<file path="src/rtl/mem_access_stage_pkg.sv">
// Shared definitions for the MEM-stage access controller: default widths,
// FSM state encoding and the timeout counter width helper.
package mem_access_stage_pkg;

    localparam int DEF_DATA_W  = 8;
    localparam int DEF_ADDR_W  = 8;
    localparam int DEF_REG_W   = 3;
    localparam int DEF_TIMEOUT = 16;

    typedef enum logic [1:0] {
        ST_IDLE = 2'd0,
        ST_WAIT = 2'd1,
        ST_DONE = 2'd2
    } state_t;

    // Counter must hold TIMEOUT-1; never narrower than one bit.
    function automatic int cnt_width(input int timeout);
        return (timeout < 2) ? 1 : $clog2(timeout);
    endfunction

endpackage

</file>
<file path="src/rtl/mem_timeout_ctr.sv">
// Cycle counter for the WAIT state: synchronous clear, count enable and a
// terminal-count flag raised while the count equals TIMEOUT-1.
module mem_timeout_ctr
    import mem_access_stage_pkg::*;
#(
    parameter int TIMEOUT = DEF_TIMEOUT
) (
    input  logic clk,
    input  logic reset_n,
    input  logic clear,
    input  logic enable,
    output logic tc
);

    localparam int                 CNT_W  = cnt_width(TIMEOUT);
    localparam logic [CNT_W-1:0]   TC_VAL = CNT_W'(TIMEOUT - 1);

    logic [CNT_W-1:0] cnt_q;

    always_ff @(posedge clk or negedge reset_n) begin
        if (!reset_n) begin
            cnt_q <= '0;
        end else if (clear) begin
            cnt_q <= '0;
        end else if (enable) begin
            cnt_q <= cnt_q + 1'b1;
        end
    end

    assign tc = (cnt_q == TC_VAL);

endmodule

</file>
<file path="src/rtl/mem_access_stage.sv">
// MEM-stage controller: issues loads/stores on a single-outstanding,
// variable-latency bus, stalls the front end and bubbles MEM/WB meanwhile.
module mem_access_stage
    import mem_access_stage_pkg::*;
#(
    parameter int                DATA_W   = DEF_DATA_W,
    parameter int                ADDR_W   = DEF_ADDR_W,
    parameter int                REG_W    = DEF_REG_W,
    parameter int                TIMEOUT  = DEF_TIMEOUT,
    parameter logic [DATA_W-1:0] ERR_DATA = 8'hFF
) (
    input  logic              clk,
    input  logic              reset_n,
    input  logic [DATA_W-1:0] ALUResult,
    input  logic [DATA_W-1:0] WriteData,
    input  logic [DATA_W-1:0] pcplus1,
    input  logic [REG_W-1:0]  destreg,
    input  logic              MemRead,
    input  logic              MemWrite,
    input  logic              RegWrite,
    input  logic              ResultSrc,
    output logic              mem_req,
    output logic              mem_we,
    output logic [ADDR_W-1:0] mem_addr,
    output logic [DATA_W-1:0] mem_wdata,
    input  logic [DATA_W-1:0] mem_rdata,
    input  logic              mem_ack,
    output logic              stall_o,
    output logic [DATA_W-1:0] ReadData_o,
    output logic [DATA_W-1:0] ALUResult_o,
    output logic [DATA_W-1:0] pcplus1_o,
    output logic [REG_W-1:0]  destreg_o,
    output logic              RegWrite_o,
    output logic              ResultSrc_o,
    output logic              bus_err
);

    state_t            state_q;
    state_t            state_d;
    logic [DATA_W-1:0] rd_q;
    logic              memop;
    logic              start;
    logic              ack_take;
    logic              timed_out;
    logic              stall;
    logic              ctr_clr;
    logic              ctr_en;
    logic              ctr_tc;

    assign memop = MemRead | MemWrite;

    mem_timeout_ctr #(
        .TIMEOUT (TIMEOUT)
    ) u_timeout_ctr (
        .clk     (clk),
        .reset_n (reset_n),
        .clear   (ctr_clr),
        .enable  (ctr_en),
        .tc      (ctr_tc)
    );

    // Next state, stall and the MEM/WB output mux. EX/MEM is frozen while
    // stalled, so in DONE the inputs still describe the completed access.
    always_comb begin
        state_d     = state_q;
        stall       = 1'b0;
        start       = 1'b0;
        ack_take    = 1'b0;
        timed_out   = 1'b0;
        ctr_clr     = 1'b0;
        ctr_en      = 1'b0;
        ReadData_o  = '0;
        ALUResult_o = ALUResult;
        pcplus1_o   = pcplus1;
        destreg_o   = destreg;
        RegWrite_o  = RegWrite;
        ResultSrc_o = ResultSrc;

        case (state_q)
            ST_IDLE: begin
                if (memop) begin
                    stall       = 1'b1;
                    start       = 1'b1;
                    ctr_clr     = 1'b1;
                    RegWrite_o  = 1'b0;
                    ResultSrc_o = 1'b0;
                    state_d     = ST_WAIT;
                end
            end
            ST_WAIT: begin
                stall       = 1'b1;
                ctr_en      = 1'b1;
                RegWrite_o  = 1'b0;
                ResultSrc_o = 1'b0;
                // An ack on the terminal cycle still counts as success.
                if (mem_ack) begin
                    ack_take = 1'b1;
                    state_d  = ST_DONE;
                end else if (ctr_tc) begin
                    timed_out = 1'b1;
                    state_d   = ST_DONE;
                end
            end
            ST_DONE: begin
                ReadData_o = MemWrite ? '0 : rd_q;
                state_d    = ST_IDLE;
            end
            default: begin
                state_d = ST_IDLE;
            end
        endcase
    end

    // No stall can be requested while the controller is held in reset.
    assign stall_o = reset_n & stall;

    always_ff @(posedge clk or negedge reset_n) begin
        if (!reset_n) begin
            state_q   <= ST_IDLE;
            mem_req   <= 1'b0;
            mem_we    <= 1'b0;
            mem_addr  <= '0;
            mem_wdata <= '0;
            rd_q      <= '0;
            bus_err   <= 1'b0;
        end else begin
            state_q <= state_d;
            if (start) begin
                mem_req   <= 1'b1;
                mem_we    <= MemWrite;
                mem_addr  <= ALUResult[ADDR_W-1:0];
                mem_wdata <= WriteData;
            end
            if (ack_take) begin
                rd_q    <= mem_rdata;
                mem_req <= 1'b0;
            end
            if (timed_out) begin
                rd_q    <= ERR_DATA;
                bus_err <= 1'b1;
                mem_req <= 1'b0;
            end
        end
    end

endmodule

</file>
<file path="config.mk">
export PLATFORM = sky130hd
export DESIGN_NAME = mem_access_stage
export DESIGN_NICKNAME = d
export VERILOG_FILES = /design/src/rtl/mem_access_stage_pkg.sv /design/src/rtl/mem_timeout_ctr.sv /design/src/rtl/mem_access_stage.sv
export SDC_FILE = /design/constraint.sdc
export NUM_CORES = 1
export LEC_CHECK = 0
export CAP_MARGIN = 20
export CELL_PAD_IN_SITES_DETAIL_PLACEMENT = 1
export CELL_PAD_IN_SITES_GLOBAL_PLACEMENT = 1
export CORE_MARGIN = 3
export CORE_UTILIZATION = 28
export DETAILED_ROUTE_END_ITERATION = 10
export GPL_TIMING_DRIVEN = 0
export PLACE_DENSITY_LB_ADDON = 0.1
export SETUP_SLACK_MARGIN = 0.05
export SLEW_MARGIN = 20
export SYNTH_ARGS = -nofsm -noshare
export SYNTH_HDL_FRONTEND = slang
export SYNTH_SLANG_ARGS = --single-unit
</file>
<file path="constraint.sdc">
create_clock -name clk -period 1.6 [get_ports clk]
set_input_delay 0.24 -clock clk [delete_from_list [all_inputs] [get_ports clk]]
set_output_delay 0.24 -clock clk [all_outputs]
set_load 0.1 [all_outputs]
</file>
==> results of run 1 <==
-- final cells by class --
type	instances	area share (%)
clock buffer	8	2.72
tap	70	2.98
inverter	1	0.128
multi-input combinational	63	21.9
sequential	33	28.1
buffer	22	5.99
timing repair buffer	101	38.1
-- registers in the layout (all words and copies together), names as in the netlist --
register and flops:
mem_addr 8, mem_wdata 8, rd_q 8, u_timeout_ctr.cnt_q 4
state_q 2, bus_err 1, mem_req 1, mem_we 1
-- cells in the final DEF (no fill, tap or decap), drive strengths merged --
master	instances
nand2b	1
and2b	1
a31oi	2
buf	61
xnor2	1
inv	1
nand2	4
nor3	2
a21o	1
o21ai	1
ha	1
nand4	1
clkbuf	9
nor3b	1
a31o	1
dfrtp	33
mux2i	1
nor2b	3
o31a	1
dlygate4sd2	13
nor2	5
mux2	17
clkdlybuf4s15	19
a21oi	1
dlygate4sd3	2
o22a	8
and2	9
clkdlybuf4s50	27
o31ai	1
-- report_power, final --
part           total (W)  switching [W]  leakage [nW]  internal (W)
clock           0.000606       0.000297        0.0395      0.000309
sequential       0.00150       0.000266         0.386       0.00123
combinational    0.00458        0.00299         0.932       0.00159
-- final timing paths --
kind	from	endpoint	slack (ns)	depth (start not counted)
worst max-delay path	state_q[0]	stall_o	-0.06	4
worst min-delay path	bus_err	bus_err	0.49	1
worst max register to register	state_q[1]	mem_addr[6]	0.02	6
worst min register to register	bus_err	bus_err	0.49	1
max in group asynchronous	reset_n	state_q[0]	0.56	2
min in group asynchronous	reset_n	mem_addr[2]	0.59	2
-- through the flow --
step           util (%)  total power (W)  setup TNS, ns  std cells
2_1_floorplan         -          0.00453         -0.906        119
4_1_cts            53.2          0.00628         -0.307        290
3_3_place_gp       46.9          0.00538         -42.99        268
3_5_place_dp       47.3          0.00545         -29.73        269
5_1_grt            56.5          0.00698          -1.37        298
6_report           56.5          0.00669         -0.495        298
-- cell families after synthesis --
| family | share of synthesized area [%] |
|---|---|
| buffers and inverters | 11.5 |
| DFF | 53.7 |
| xor gates and xnor gates | 0.570 |
| adders and majority gates | 0.814 |
| muxes | 15.1 |
| AOI/OAI and AO/OA | 8.14 |
| and+or+nand+nor | 10.3 |
-- critical path: cells and delay by family, from the launching register on --
family                 cells  cell delay [ns]
DFF                        1             0.46
buffers and inverters      1             0.16
and+or+nand+nor            3             0.52
-- routing by layer --
| layer | vias to the layer above | routed length [um] |
|---|---|---|
| met5 | - | 0 |
| met4 | 0 | 25 |
| met3 | 2 | 349 |
| met2 | 53 | 2640 |
| met1 | 666 | 1820 |
| li1 | 608 | - |
-- timing repair --
| action | CTS | global route |
|---|---|---|
| gates resized for setup | 224 | 18 |
| hold buffers | 2 | 0 |
| gates cloned | 0 | 1 |
| setup buffers | 11 | 7 |
| hold endpoints to repair | 14 | 0 |
| setup endpoints to repair | 68 | 29 |
| pin swaps | 9 | 4 |
==> results_dict.tcl, run 1 <==
set metrics [dict create \
    crit_type "flip-flop to output port" \
    peakVddDrop_mv 1.54 \
    ys_warn_count 0 \
    maxSlewHeadroom_pct 36.1 \
    overflow 0 \
    worstPathCellList "nor3_4 > nor2_4 > and2_4 > buf_12" \
    num-nets-final 270 \
    synth_nets 162 \
    final_area_um2 2940 \
    timing.final.crit_period_ns 1.66 \
    synth.distinct_cells 27 \
    rows 26 \
    max_freq_ghz 0.602 \
    die_h_um 80.1 \
    synth-seq-cells 33 \
    drc 0 \
    endpoint_kind "output port" \
    hold_viol 0 \
    antenna_found_initial 0 \
    worst_slew_pin_slew_ns 0.962 \
    setup_ws_ns -0.0617 \
    io_pins 91 \
    syn_avg_cell_area_um2 12.9 \
    dpl.hpwl_mm 3.15 \
    gp_congestion 0.684 \
    gr-usage-all-layers_pct 15.3 \
    netlist_top_cells_count "dfrtp_1 (33), buf_4 (21), and2_1 (9), mux2_2 (9)" \
    cts_sinks 33 \
    viasPerCell 4.46 \
    rsz0062_at_grt "yes" \
    slew_viol_final 0 \
    synth_most_common_cell "dfrtp_1" \
    wl_per_cell_um 16.2 \
    drt_wl_total_mm 4.84 \
    netlist_top_cells_area "dfrtp_1 (54%), buf_4 (10%), mux2_4 (7.8%)" \
    drive_gt1_share_pct 54.4 \
    leakage_nw 1.36 \
    first_global_vias 1483 \
    grt_pass1_wl_mm 7.49 \
    setup_viol 11 \
    seq_area_frac_synth_pct 53.7 \
    post_dp_cell_area_um2 2460 \
    path_max_fanout 4 \
    grt_busiest_layer "met2" \
    critPathSlowestCell "dfrtp_2" \
    fin_skew_ns 0.00709 \
    start_util_pct 29.5 \
    dp_slack_ns -1.58 \
    critPathMaxStageDelay_ns 0.46 \
    yosys.area.top_type "dfrtp_1" \
    ctsRootBufferMaster "clkbuf_8" \
    htreeDepth 2 \
    worstSetupStartpointType "flip-flop" \
    period_share_pct 104 \
    netlist_area_um2 1540 \
    cts_tree "built" \
    die_area_um2 6420 \
    fillers 534 \
    syn_inst 119 \
    p_per_area_nw_per_um2 2270 \
    portBuffers 79 \
    holdCritPathClass "flip-flop to flip-flop" \
    path_clk_slew_ns 0.07 \
    cts_buffer_depth 2 \
    critPathArrivalTime_ns 1.42 \
    cap_viol_max_count 0 \
    use_met1_pct 17.3 \
    initialDrtViolationCount 29 \
    grt_max_degree 20 \
    numCtsBuffers 5 \
    layout.area.seq_um2 828 \
    die_w_um 80.1 \
    crit_required_ns 1.36 \
    violations "negative setup slack" \
    dr_total_vias 1329 \
    hold_slack_ns 0.485 \
    diodes 0 \
    gr-usage-met2_pct 27.8 \
    synth_top_area_share_pct 53.7 \
    multi_input_area_um2 644 \
    synth_edf_count 0 \
    status "finished with violations" \
    synthFlopType "dfrtp_1" \
    core_um2 5200 \
    synth-async-reset-ratio_pct 100 \
    first_pass_iters 4 \
    syn2layout_area_growth_pct 91.4 \
    ant_nets 0 \
    gr-usage-met3_pct 5.61 \
    clock_latency_ns 0.28 \
]
Note: power is estimated with default switching activity, not from simulation.
==> run 2: changes to the inputs <==
- CORE_ASPECT_RATIO: default -> 1.2
- CORE_UTILIZATION: 28 -> 29
- CTS_BUF_LIST: default -> sky130_fd_sc_hd__clkbuf_2 sky130_fd_sc_hd__clkbuf_4 sky130_fd_sc_hd__clkbuf_8
- CTS_CLUSTER_SIZE: default -> 16
==> run 2 against run 1 <==
The run still ends with negative setup slack left; first-iteration DRC count grew 62%; global-route usage grew 0.26 points; sequential power is essentially flat; critical path depth is the same; non-clock buffer count shrank 5; hold slack lost 0.068 ns; critical path type unchanged; largest cell class unchanged; largest power group unchanged.
==> results_dict.tcl, run 2 (same netlist as run 1, synthesis figures left out) <==
set metrics [dict create \
    finalSetupTns_ns -0.477 \
    worst_slew_pin_slew_ns 0.976 \
    fillers 523 \
    drc 0 \
    crit_required_ns 1.36 \
    wl_per_cell_um 16.6 \
    finalPower_w 0.00659 \
    setup_viol 9 \
    layout_common_cells "dfrtp_1 (31), clkdlybuf4s50_1 (27), buf_4 (25)" \
    ctsRootBufferMaster "clkbuf_8" \
    initialDrtViolationCount 47 \
    final_area_um2 2880 \
    worstSetupStartpointType "flip-flop" \
    cap_viol_max_count 0 \
    post_dp_cell_area_um2 2440 \
    cts_buffer_depth 2 \
    cts_tree "built" \
    holdCritPathClass "primary input to async pin" \
    antenna_found_initial 0 \
    ant_nets 0 \
    start_util_pct 30.5 \
    num-nets-final 265 \
    wl_met3_um 289 \
    dr_wl_met2_mm 2.74 \
    path_clk_slew_ns 0.07 \
    rows 28 \
    crit_type "flip-flop to output port" \
    grt_pass1_wl_mm 7.27 \
    cts_sinks 33 \
    peakVddDrop_mv 1.59 \
    fin_skew_ns 0.00793 \
    core_um2 5040 \
    p_per_area_nw_per_um2 2290 \
    fin_util_pct 57.1 \
    first_pass_iters 3 \
    period_share_pct 104 \
    endpoint_kind "output port" \
    status "finished with violations" \
    portBuffers 79 \
    io_pins 91 \
    die_h_um 85.8 \
    drive_gt1_share_pct 54.3 \
    viasPerCell 4.58 \
    rsz0062_at_grt "yes" \
    diodes 0 \
    htreeDepth 2 \
    timing.final.crit_period_ns 1.67 \
    highest_layer "met4" \
    maxSlewHeadroom_pct 35.2 \
    final_common_cell "dfrtp_1" \
    numCtsBuffers 5 \
    violations "negative setup slack" \
    hold_slack_ns 0.418 \
    leakage_nw 1.33 \
    m1WireLength_mm 1.62 \
    dr_total_vias 1296 \
    max_freq_ghz 0.600 \
    drt_wl_total_mm 4.71 \
    grt_max_degree 27 \
    setup_ws_ns -0.0660 \
    clock_latency_ns 0.29 \
    die_w_um 72.5 \
    path_max_fanout 5 \
    gp_congestion 0.718 \
    hold_viol 0 \
    syn2layout_area_growth_pct 87.3 \
    slew_viol_final 0 \
    critPathArrivalTime_ns 1.43 \
    first_global_vias 1498 \
    reg_top3 "mem_addr (8), mem_wdata (8), rd_q (8)" \
    gr-usage-all-layers_pct 15.6 \
    overflow 0 \
    dpl.hpwl_mm 3.32 \
    die_area_um2 6220 \
]
[run 2: cell types whose count changed in the layout (fill, tap and decap cells not counted), sizes merged]
cell	previous run	this run
buf	61	56
clkinv	0	1
clkbuf	9	8
[run 2: worst paths after layout]
check	from	to	slack [ns]	cells after the start
min in group clk	bus_err	bus_err	0.47	1
hold reg to reg	bus_err	bus_err	0.47	1
setup / recovery	state_q[0]	ReadData_o[0]	-0.07	4
max in group asynchronous	reset_n	state_q[1]	0.80	4
hold / removal	reset_n	rd_q[3]	0.42	2
setup reg to reg	state_q[0]	rd_q[6]	0	7
[run 2: final cells by class]
cell class	instances	area (um2)	area share [%]
Buffer	22	176	6.13
Inverter	1	3.75	0.130
Multi-Input combinational cell	63	627	21.8
Sequential cell	33	828	28.8
Clock buffer	7	96.3	3.34
Timing Repair Buffer	96	1070	37.1
Tap cell	60	75.1	2.61
Clock inverter	1	5.00	0.174
[run 2: layer usage]
layer  global-route usage [%]  vias to the layer above
met3                     4.45                        5
met2                     29.2                       48
met4                     6.04                        0
met5                        0                        -
li1                         -                      597
met1                     15.9                      646
[run 2: stage by stage]
stage,setup slack (ns),std cells
floorplan,-0.171,119
global placement,-1.93,258
detailed placement,-1.61,259
CTS,-0.0564,276
global route,-0.126,283
finish,-0.0660,283
[run 2: what timing repair did]
item | in CTS | in global routing
gates cloned | 0 | 1
endpoints found under the setup margin | 66 | 34
pin swaps | 9 | 4
endpoints found under the hold margin | 7 | 0
hold buffers | 3 | 0
resized for setup | 226 | 12
setup buffers | 6 | 6
[run 2: report_power, final]
| group | total [W] | switching [W] | internal (W) |
|---|---|---|---|
| logic | 0.00439 | 0.00293 | 0.00146 |
| registers | 0.00150 | 0.000273 | 0.00123 |
| clock network | 0.000695 | 0.000306 | 0.000389 |
| total | 0.00659 | 0.00351 | 0.00308 |
[run 2: critical path, cell delays in order, from the launching register on]
cell     delay (ns)
dfrtp_2        0.45
nor3b_4        0.23
buf_6          0.15
and2_4         0.15
buf_12         0.16
==> run 3: changes to the inputs <==
- CTS_CLUSTER_DIAMETER: default -> 100
==> results of run 3 <==
Same layout as run 2: the final DEF is identical, and so are final timing and power.
